### src/rtl/dmem_arbiter.sv
// Round-robin arbiter sharing one single-port 2Kx32 data memory between the execute
// stage (port 0) and the debug/loader path (port 1). Optional macro: DMEM_ARB_FIXED_PRIO_EN.
module dmem_arbiter #(
    parameter int ADDR_W    = 11,
    parameter int DATA_W    = 32,
    parameter int MAX_BURST = 4
) (
    input  logic              clk,
    input  logic              rst,
    input  logic              p0_req,
    input  logic              p0_we,
    input  logic [ADDR_W-1:0] p0_addr,
    input  logic [DATA_W-1:0] p0_wdata,
    output logic              p0_gnt,
    output logic              p0_rvalid,
    output logic [DATA_W-1:0] p0_rdata,
    input  logic              p1_req,
    input  logic              p1_we,
    input  logic [ADDR_W-1:0] p1_addr,
    input  logic [DATA_W-1:0] p1_wdata,
    output logic              p1_gnt,
    output logic              p1_rvalid,
    output logic [DATA_W-1:0] p1_rdata,
    output logic              mem_cen,
    output logic              mem_wen,
    output logic              mem_oen,
    output logic [ADDR_W-1:0] mem_addr,
    output logic [DATA_W-1:0] mem_d,
    input  logic [DATA_W-1:0] mem_q,
    output logic [8:0]        dbg_state
);

    // Handshake: a requester holds pX_req with stable we/addr/wdata until it sees pX_gnt
    // high in the same cycle; that cycle performs the access. Reads return pX_rvalid with
    // pX_rdata exactly one cycle after the grant. There is no ready/backpressure on returns.

    typedef enum logic [1:0] {
        SEL_NONE = 2'd0,
        SEL_P0   = 2'd1,
        SEL_P1   = 2'd2
    } sel_t;

    localparam logic [3:0] BURST_LIM = 4'(MAX_BURST - 1);

    sel_t       owner_q, owner_d;
    sel_t       rd_tag_q, rd_tag_d;
    sel_t       win;
    logic       last_q, last_d;      // 0: port 0 won most recently, 1: port 1
    logic [3:0] burst_cnt_q, burst_cnt_d;

    always_comb begin
        win = SEL_NONE;
        if (rst) begin
            win = SEL_NONE;
`ifdef DMEM_ARB_FIXED_PRIO_EN
        end else if (p0_req) begin
            win = SEL_P0;
        end else if (p1_req) begin
            win = SEL_P1;
        end
`else
        end else if (p0_req && p1_req) begin
            case (owner_q)
                SEL_P0: begin
                    if (burst_cnt_q < BURST_LIM) win = SEL_P0;
                    else                         win = SEL_P1;
                end
                SEL_P1: begin
                    if (burst_cnt_q < BURST_LIM) win = SEL_P1;
                    else                         win = SEL_P0;
                end
                default: begin
                    if (last_q) win = SEL_P0;
                    else        win = SEL_P1;
                end
            endcase
        end else if (p0_req) begin
            win = SEL_P0;
        end else if (p1_req) begin
            win = SEL_P1;
        end
`endif
    end

    always_comb begin
        p0_gnt   = 1'b0;
        p1_gnt   = 1'b0;
        mem_cen  = 1'b1;
        mem_wen  = 1'b1;
        mem_oen  = 1'b0;
        mem_addr = '0;
        mem_d    = '0;
        case (win)
            SEL_P0: begin
                p0_gnt   = 1'b1;
                mem_cen  = 1'b0;
                mem_wen  = ~p0_we;
                mem_addr = p0_addr;
                mem_d    = p0_wdata;
            end
            SEL_P1: begin
                p1_gnt   = 1'b1;
                mem_cen  = 1'b0;
                mem_wen  = ~p1_we;
                mem_addr = p1_addr;
                mem_d    = p1_wdata;
            end
            default: ;
        endcase
    end

    always_comb begin
        owner_d     = owner_q;
        burst_cnt_d = burst_cnt_q;
        last_d      = last_q;
        rd_tag_d    = SEL_NONE;
        if (win == SEL_NONE) begin
            owner_d     = SEL_NONE;
            burst_cnt_d = 4'd0;
        end else if (win == owner_q) begin
            if (burst_cnt_q != 4'hF) burst_cnt_d = burst_cnt_q + 4'd1;
        end else begin
            owner_d     = win;
            burst_cnt_d = 4'd0;
            last_d      = (win == SEL_P1);
        end
        if (win == SEL_P0 && !p0_we) rd_tag_d = SEL_P0;
        if (win == SEL_P1 && !p1_we) rd_tag_d = SEL_P1;
    end

    always_ff @(posedge clk) begin
        if (rst) begin
            owner_q     <= SEL_NONE;
            burst_cnt_q <= 4'd0;
            last_q      <= 1'b1;
            rd_tag_q    <= SEL_NONE;
        end else begin
            owner_q     <= owner_d;
            burst_cnt_q <= burst_cnt_d;
            last_q      <= last_d;
            rd_tag_q    <= rd_tag_d;
        end
    end

    // A read granted just before reset must not surface while reset is held.
    assign p0_rvalid = (rd_tag_q == SEL_P0) && !rst;
    assign p1_rvalid = (rd_tag_q == SEL_P1) && !rst;
    assign p0_rdata  = p0_rvalid ? mem_q : '0;
    assign p1_rdata  = p1_rvalid ? mem_q : '0;

    assign dbg_state = {owner_q, last_q, burst_cnt_q, rd_tag_q};

endmodule

### config.mk
export PLATFORM = sky130hd
export DESIGN_NAME = dmem_arbiter
export DESIGN_NICKNAME = d
export VERILOG_FILES = /design/src/rtl/dmem_arbiter.sv
export SDC_FILE = /design/constraint.sdc
export NUM_CORES = 1
export LEC_CHECK = 0
export ABC_AREA = 1
export CORE_AREA = 2 2 97 99
export CTS_CLUSTER_SIZE = 14
export DETAILED_ROUTE_END_ITERATION = 16
export DIE_AREA = 0 0 99 101
export PLACE_DENSITY = 0.7
export SYNTH_ARGS = -nofsm -noshare
export SYNTH_HDL_FRONTEND = slang
export SYNTH_SLANG_ARGS = --single-unit
### constraint.sdc
create_clock -name clk -period 4.3 [get_ports clk]
set_clock_uncertainty 0.05 [all_clocks]
set_input_delay 0.645 -clock clk [delete_from_list [all_inputs] [get_ports clk]]
set_output_delay 0.645 -clock clk [all_outputs]
set_load 0.005 [all_outputs]
---- After elaboration in Yosys (flattened, before gate mapping) ----
Cells that the tools add are included.
storage, ports and cells
  input bits .............................. 124
  ROM bits ................................ 0
  register bits ........................... 9
  memories kept ........................... 0
  latch bits .............................. 0
  logic and storage cells ................. 51
  output and inout bits ................... 123
  bits in writable memories ............... 0
operators by class
  bitwise operators ....................... 4
  equal/unequal tests ..................... 8
  $mul .................................... 0
  reduce and logical (&&, ||, !) cells .... 14
  div/mod/pow operators ................... 0
  $lt $le $gt $ge ......................... 1
  add/subtract/negate cells ............... 1
  muxes and demuxes ....................... 18
  shift operators ......................... 0
operators with widths
  operator                                                                       number
  32-bit 2-to-1 mux                                                              2
  32-bit case mux with 2 select lines                                            1
  11-bit case mux with 2 select lines                                            1
  2-bit 2-to-1 mux                                                               8
  2-bit by 1-bit equality test with 1-bit output (second input constant)         3
  2-bit equality test (second input constant)                                    3
  2-bit OR reduction                                                             3
  1-bit logical AND                                                              5
  4-bit by 1-bit adder with 4-bit output (second input constant)                 1
  4-bit by 2-bit less-than comparator with 1-bit output (second input constant)  1
  1-bit 2-to-1 mux                                                               4
  4-bit != test (second input constant)                                          1
  1-bit NOT                                                                      4
  2-bit case mux with 2 select lines                                             1
  1-bit zero test                                                                3
  3-bit OR reduction                                                             1
  2-bit equality test                                                            1
  2-bit zero test                                                                1
  1-bit case mux with 2 select lines                                             1
  2-bit AND reduction                                                            1

---- Longest topological paths before layout ----
Gate-level depths: netlist (run 1).
  depth in word-level cells ............... 9
  depth in mapped cells ................... 14
  mapped depth without buffers ............ 13

---- Worst setup path after synthesis (run 1) ----
No wires, ideal clock.
  kind .................................... register to output
  start ................................... register owner_q[0]
  end ..................................... output port mem_addr[10]
  stages on the path, launching flop included .. 13
  arrival ................................. 2.038 ns
  path buffers ............................ 2
  slack ................................... 1.567 ns
  data required time ...................... 3.605 ns
  cell sequence ........................... dfxtp_1 -> inv_1 -> ha_1 -> nand2_1 -> and3_1 -> nand2_2 -> nand2_4 -> inv_1 -> ha_1 -> clkbuf_1 -> clkbuf_1 -> nand2_1 -> a21oi_1
on the way
  longest elaborated chain between the ends .. 6
  elaborated cells on any way between the ends .. 8
  those cells by class .................... eq/ne: 4; mux: 4
RTL lines
  item                                                                                          line  text
  start, declared                                                                               45    sel_t owner_q, owner_d;
  start signal, assigned                                                                        138   owner_q <= owner_d;
  2-bit equality test / 2-bit by 1-bit equality test with 1-bit output (equally long branches)  63    case (owner_q)
  2-bit case mux with 2 select lines (*)                                                        63
  2-bit 2-to-1 mux (*)                                                                          62    end else if (p0_req && p1_req) begin
  2-bit 2-to-1 mux (*)                                                                          53    if (rst) begin
  named net win[1]                                                                              47    sel_t win;
  2-bit equality test / 2-bit by 1-bit equality test with 1-bit output (equally long branches)  93    case (win)
  11-bit case mux with 2 select lines (*)                                                       93
  end, declared                                                                                 27    output logic [ADDR_W-1:0] mem_addr,
Mark *: on every way through the listed nets, which the timed path passes. The rest lies on a longest branch.

---- Final worst setup path (run 1) ----
  start ................................... input port rst
  end ..................................... output port mem_d[28]
on the way
  longest elaborated chain between the ends .. 3
  elaborated cells on any way between the ends .. 4
  those cells by class .................... eq/ne: 2; mux: 2
RTL lines
  item                                                                                          line  text
  start, declared                                                                               9     input logic rst,
  2-bit 2-to-1 mux (*)                                                                          53
  named net win[1]                                                                              47
  2-bit equality test / 2-bit by 1-bit equality test with 1-bit output (equally long branches)  93
  32-bit case mux with 2 select lines (*)                                                       93
  end, declared                                                                                 28    output logic [DATA_W-1:0] mem_d,
Marks and branches as above.

==> results.sh, run 1 <==
export IMPL_status="finished clean"
export IMPL_cp_top_family="buffers and inverters"
export IMPL_die_h_um=101
export IMPL_swShare=0.311
export IMPL_vias=2891
export IMPL_grt_pass1_vias=2832
export IMPL_post_drt_via_cell_ratio=4.26
export IMPL_synth_seq_cells=9
export IMPL_stdcell_count=679
export IMPL_ctsHoldBuffers=0
export IMPL_nets=701
export IMPL_drt_iter0_markers=48
export IMPL_place_inst=675
export IMPL_rows=35
export IMPL_seqPwrFrac=0.191
export IMPL_fmax_mhz=265
export IMPL_layout_min_cycle_time_ns=3.77
export IMPL_r2r_start="owner_q[0]$_SDFFE_PP0P_"
export IMPL_synth_distinct_cells=22
export IMPL_holdCritStartpoint="last_q$_SDFFE_PP1P_"
export IMPL_cts_max_path_buffers=2
export IMPL_cts_resized_gates=0
export IMPL_synth_nets=469
export IMPL_r2r_end="last_q$_SDFFE_PP1P_"
export IMPL_yosysWarnings=0
export IMPL_p_clk_frac=0.211
export IMPL_synth_top_family_by_area="simple AND/OR/NAND/NOR gates"
export IMPL_criticalPathCategory="input port to output port"
export IMPL_wl_met3_um=976
export IMPL_ir_drop_mv=0.0728
export IMPL_diodes=0
export IMPL_routed_wl_um=8410
export IMPL_portBuffers=245
export IMPL_worst_setup_path_start_kind="input port"
export IMPL_numCtsBuffers=3
export IMPL_drc=0
export IMPL_min_path_type="register to register"
export IMPL_yosys_area_share_simple=0.497
export IMPL_synth_xor_area_frac=0.00540
export IMPL_nFillCells=881
export IMPL_internal_power_uw=325
export IMPL_r2r_cells=11
export IMPL_cts_root_buf="clkbuf_8"
export IMPL_setup_viol=0
export IMPL_synthAdderAreaFrac=0.0617
export IMPL_netSwitchingPower_uw=147
export IMPL_dr_max_layer_used="met4"
export IMPL_firstDrtPassIters=4
export IMPL_die_x_um=99
export IMPL_clock_sinks=9
export IMPL_post_dp_hpwl_um=6950
export IMPL_slowest_delay_ns=0.53
export IMPL_slowest_stage="clkdlybuf4s50_1"
export IMPL_end_kind="output port"
export IMPL_met2_length_um=4200
export IMPL_crit_buf_inv=6
export IMPL_finalCritPeriodShare=0.876
export IMPL_cts_tree="done"
export IMPL_worstMarginPinSlew_ns=0.971
export IMPL_multiInputGateArea_sq_um=1150
export IMPL_power_per_cell_area_nw_per_um2=112
export IMPL_track_usage=0.157
export IMPL_area_growth_pct=159
export IMPL_rsz0062_at_grt="false"
export IMPL_grt_max_degree=45
export IMPL_grt_overflow=0
export IMPL_hold_path_depth=2
export IMPL_worstPathArrival_ns=3.07
export IMPL_max_slew_margin=0.352
export IMPL_seq_area_frac_synth=0.111
export IMPL_die_area_sq_um=10000
export IMPL_clk_latency_ns=0.24
export IMPL_fin_tns_setup_ns=0
export IMPL_core_area_sq_um=8980
export IMPL_antenna_found_initial=0
export IMPL_grt_pass1_wl_um=13100
export IMPL_wl_per_cell_um=12.4
export IMPL_postCtsSetupRepairBufs=0
export IMPL_cp_max_fo=44
export IMPL_initial_utilization=0.181
export IMPL_wl_met1_um=3000
export IMPL_htree_levels=1
export IMPL_gp_congestion=0.854
export IMPL_syn_cell_area_sq_um=1620
export IMPL_drv_slew=0
export IMPL_antenna_left=0
export IMPL_final_layout_size_suffix_gt1_frac=0.0317
export IMPL_max_cap_viol_count=0
export IMPL_final_hold_violation_count=0
export IMPL_seq_area_sq_um=180
export IMPL_synth_compound_area_share=0.138
export IMPL_path_clk_slew_ns=0.04
export IMPL_syn_area_per_cell_sq_um=4.82
export IMPL_critPathMostFrequentCell="inv_1"
export IMPL_muxShareOfSynthArea=0.00617
export IMPL_p_comb_frac=0.598
export IMPL_cp_cell_sequence="clkdlybuf4s50_1 > inv_1 > nand2_1 > inv_1 > nand2_4 > inv_1 > ha_1 > buf_4 > nand2_1 > a21oi_1 > clkdlybuf4s50_1"
export IMPL_holdPathEnd="last_q$_SDFFE_PP1P_"
export IMPL_crit_required_ns=3.61
export IMPL_synth_cells=337
export IMPL_power_leakage_nw=1.73
export IMPL_ios=247
export IMPL_r2r_setup_slack_ns=2.14
cell usage after synthesis:
cell type,instances,area [sq um]
nor2_1,77,289
inv_1,51,191
nand3_2,1,10.0
inv_2,1,3.75
ha_1,8,100
conb_1,1,3.75
nor3_1,2,10.0
a21oi_1,43,215
nand3_1,12,60.1
nor2_2,1,6.26
a32oi_1,1,8.76
xnor2_1,1,8.76
buf_4,2,15.0
nand2_4,2,22.5
nand2_2,5,31.3
mux2i_1,1,10.0
and3_1,1,6.26
clkinv_1,1,3.75
clkbuf_1,20,75.1
nor2_4,1,11.3
dfxtp_1,9,180
nand2_1,96,360
final cells by class:
class / count / share of cell area
Clock buffer: 4 / 0.0107
Inverter: 53 / 0.0474
Multi-Input combinational cell: 253 / 0.275
Sequential cell: 9 / 0.0429
Tap cell: 111 / 0.0331
Timing Repair Buffer: 249 / 0.591
placed cells by master (no fill, tap or decap), drive strengths merged:
master	count
nand2	103
dfxtp	9
clkdlybuf4s50	245
nor3	2
nand3	13
clkbuf	4
nor2	79
a21oi	43
a32oi	1
xnor2	1
mux2i	1
clkinv	1
and3	1
inv	52
conb	1
buf	4
ha	8
registers in the layout, indices dropped and copies added, names as in the netlist:
name	flops
rd_tag_q	2
burst_cnt_q	4
last_q	1
owner_q	2
routing by layer:
layer | global-route usage | vias up
met3 | 0.0513 | 19
met2 | 0.291 | 163
met1 | 0.165 | 1246
li1 | - | 1463
met5 | 0 | -
met4 | 0.0558 | 0
worst max path at each step:
stage / cells past startpoint / endpoint / start
after floorplan: 12 / mem_addr[10] / owner_q[0]$_SDFFE_PP0P_
after global placement: 11 / mem_d[28] / rst
after detailed placement: 11 / mem_d[28] / rst
after CTS: 11 / mem_d[28] / rst
after global routing: 11 / mem_d[28] / rst
final: 11 / mem_d[28] / rst
tightest hold or removal path, cell delays in order (launching register included):
cell and delay (ns):
dfxtp_1 0.32, nand2_1 0.07, nand3_1 0.06
cells by family after synthesis:
family	Yosys count
buffers and inverters	75
DFF	9
and+or+nand+nor	198
muxes	1
AOI/OAI and AO/OA	44
other	1
adders and majority gates	8
xor gates and xnor gates	1
power groups by stage:
stage / logic (mW) / clock network (mW) / registers, mW
finish: 0.282 / 0.0996 / 0.0900
global route: 0.313 / 0.104 / 0.0902
CTS: 0.287 / 0.101 / 0.0900
detailed placement: 0.285 / 0 / 0.0914
global placement: 0.282 / 0 / 0.0915
floorplan: 0.0932 / 0 / 0.0911
stage by stage:
| stage | util | hold slack (ns) | setup slack [ns] | cell area, sq um | total power, mW |
|---|---|---|---|---|---|
| after floorplan | - | 0.400 | 1.57 | 1620 | 0.184 |
| after global placement | 0.463 | 0.433 | 0.536 | 4150 | 0.374 |
| after detailed placement | 0.463 | 0.431 | 0.502 | 4150 | 0.377 |
| after CTS | 0.468 | 0.442 | 0.480 | 4200 | 0.478 |
| after global routing | 0.468 | 0.451 | 0.330 | 4200 | 0.506 |
| final | 0.468 | 0.445 | 0.533 | 4200 | 0.472 |
Power figures use the tool's default switching activity.
==> inputs of run 2 (changes only) <==
--- a/config.mk
+++ b/config.mk
@@ -7,6 +7,7 @@
 export LEC_CHECK = 0
 export ABC_AREA = 1
 export CORE_AREA = 2 2 97 99
+export CTS_CLUSTER_DIAMETER = 60
 export CTS_CLUSTER_SIZE = 14
 export DETAILED_ROUTE_END_ITERATION = 16
 export DIE_AREA = 0 0 99 101
==> results of run 2 <==
Final layout, timing and power as in run 1 (identical DEF).
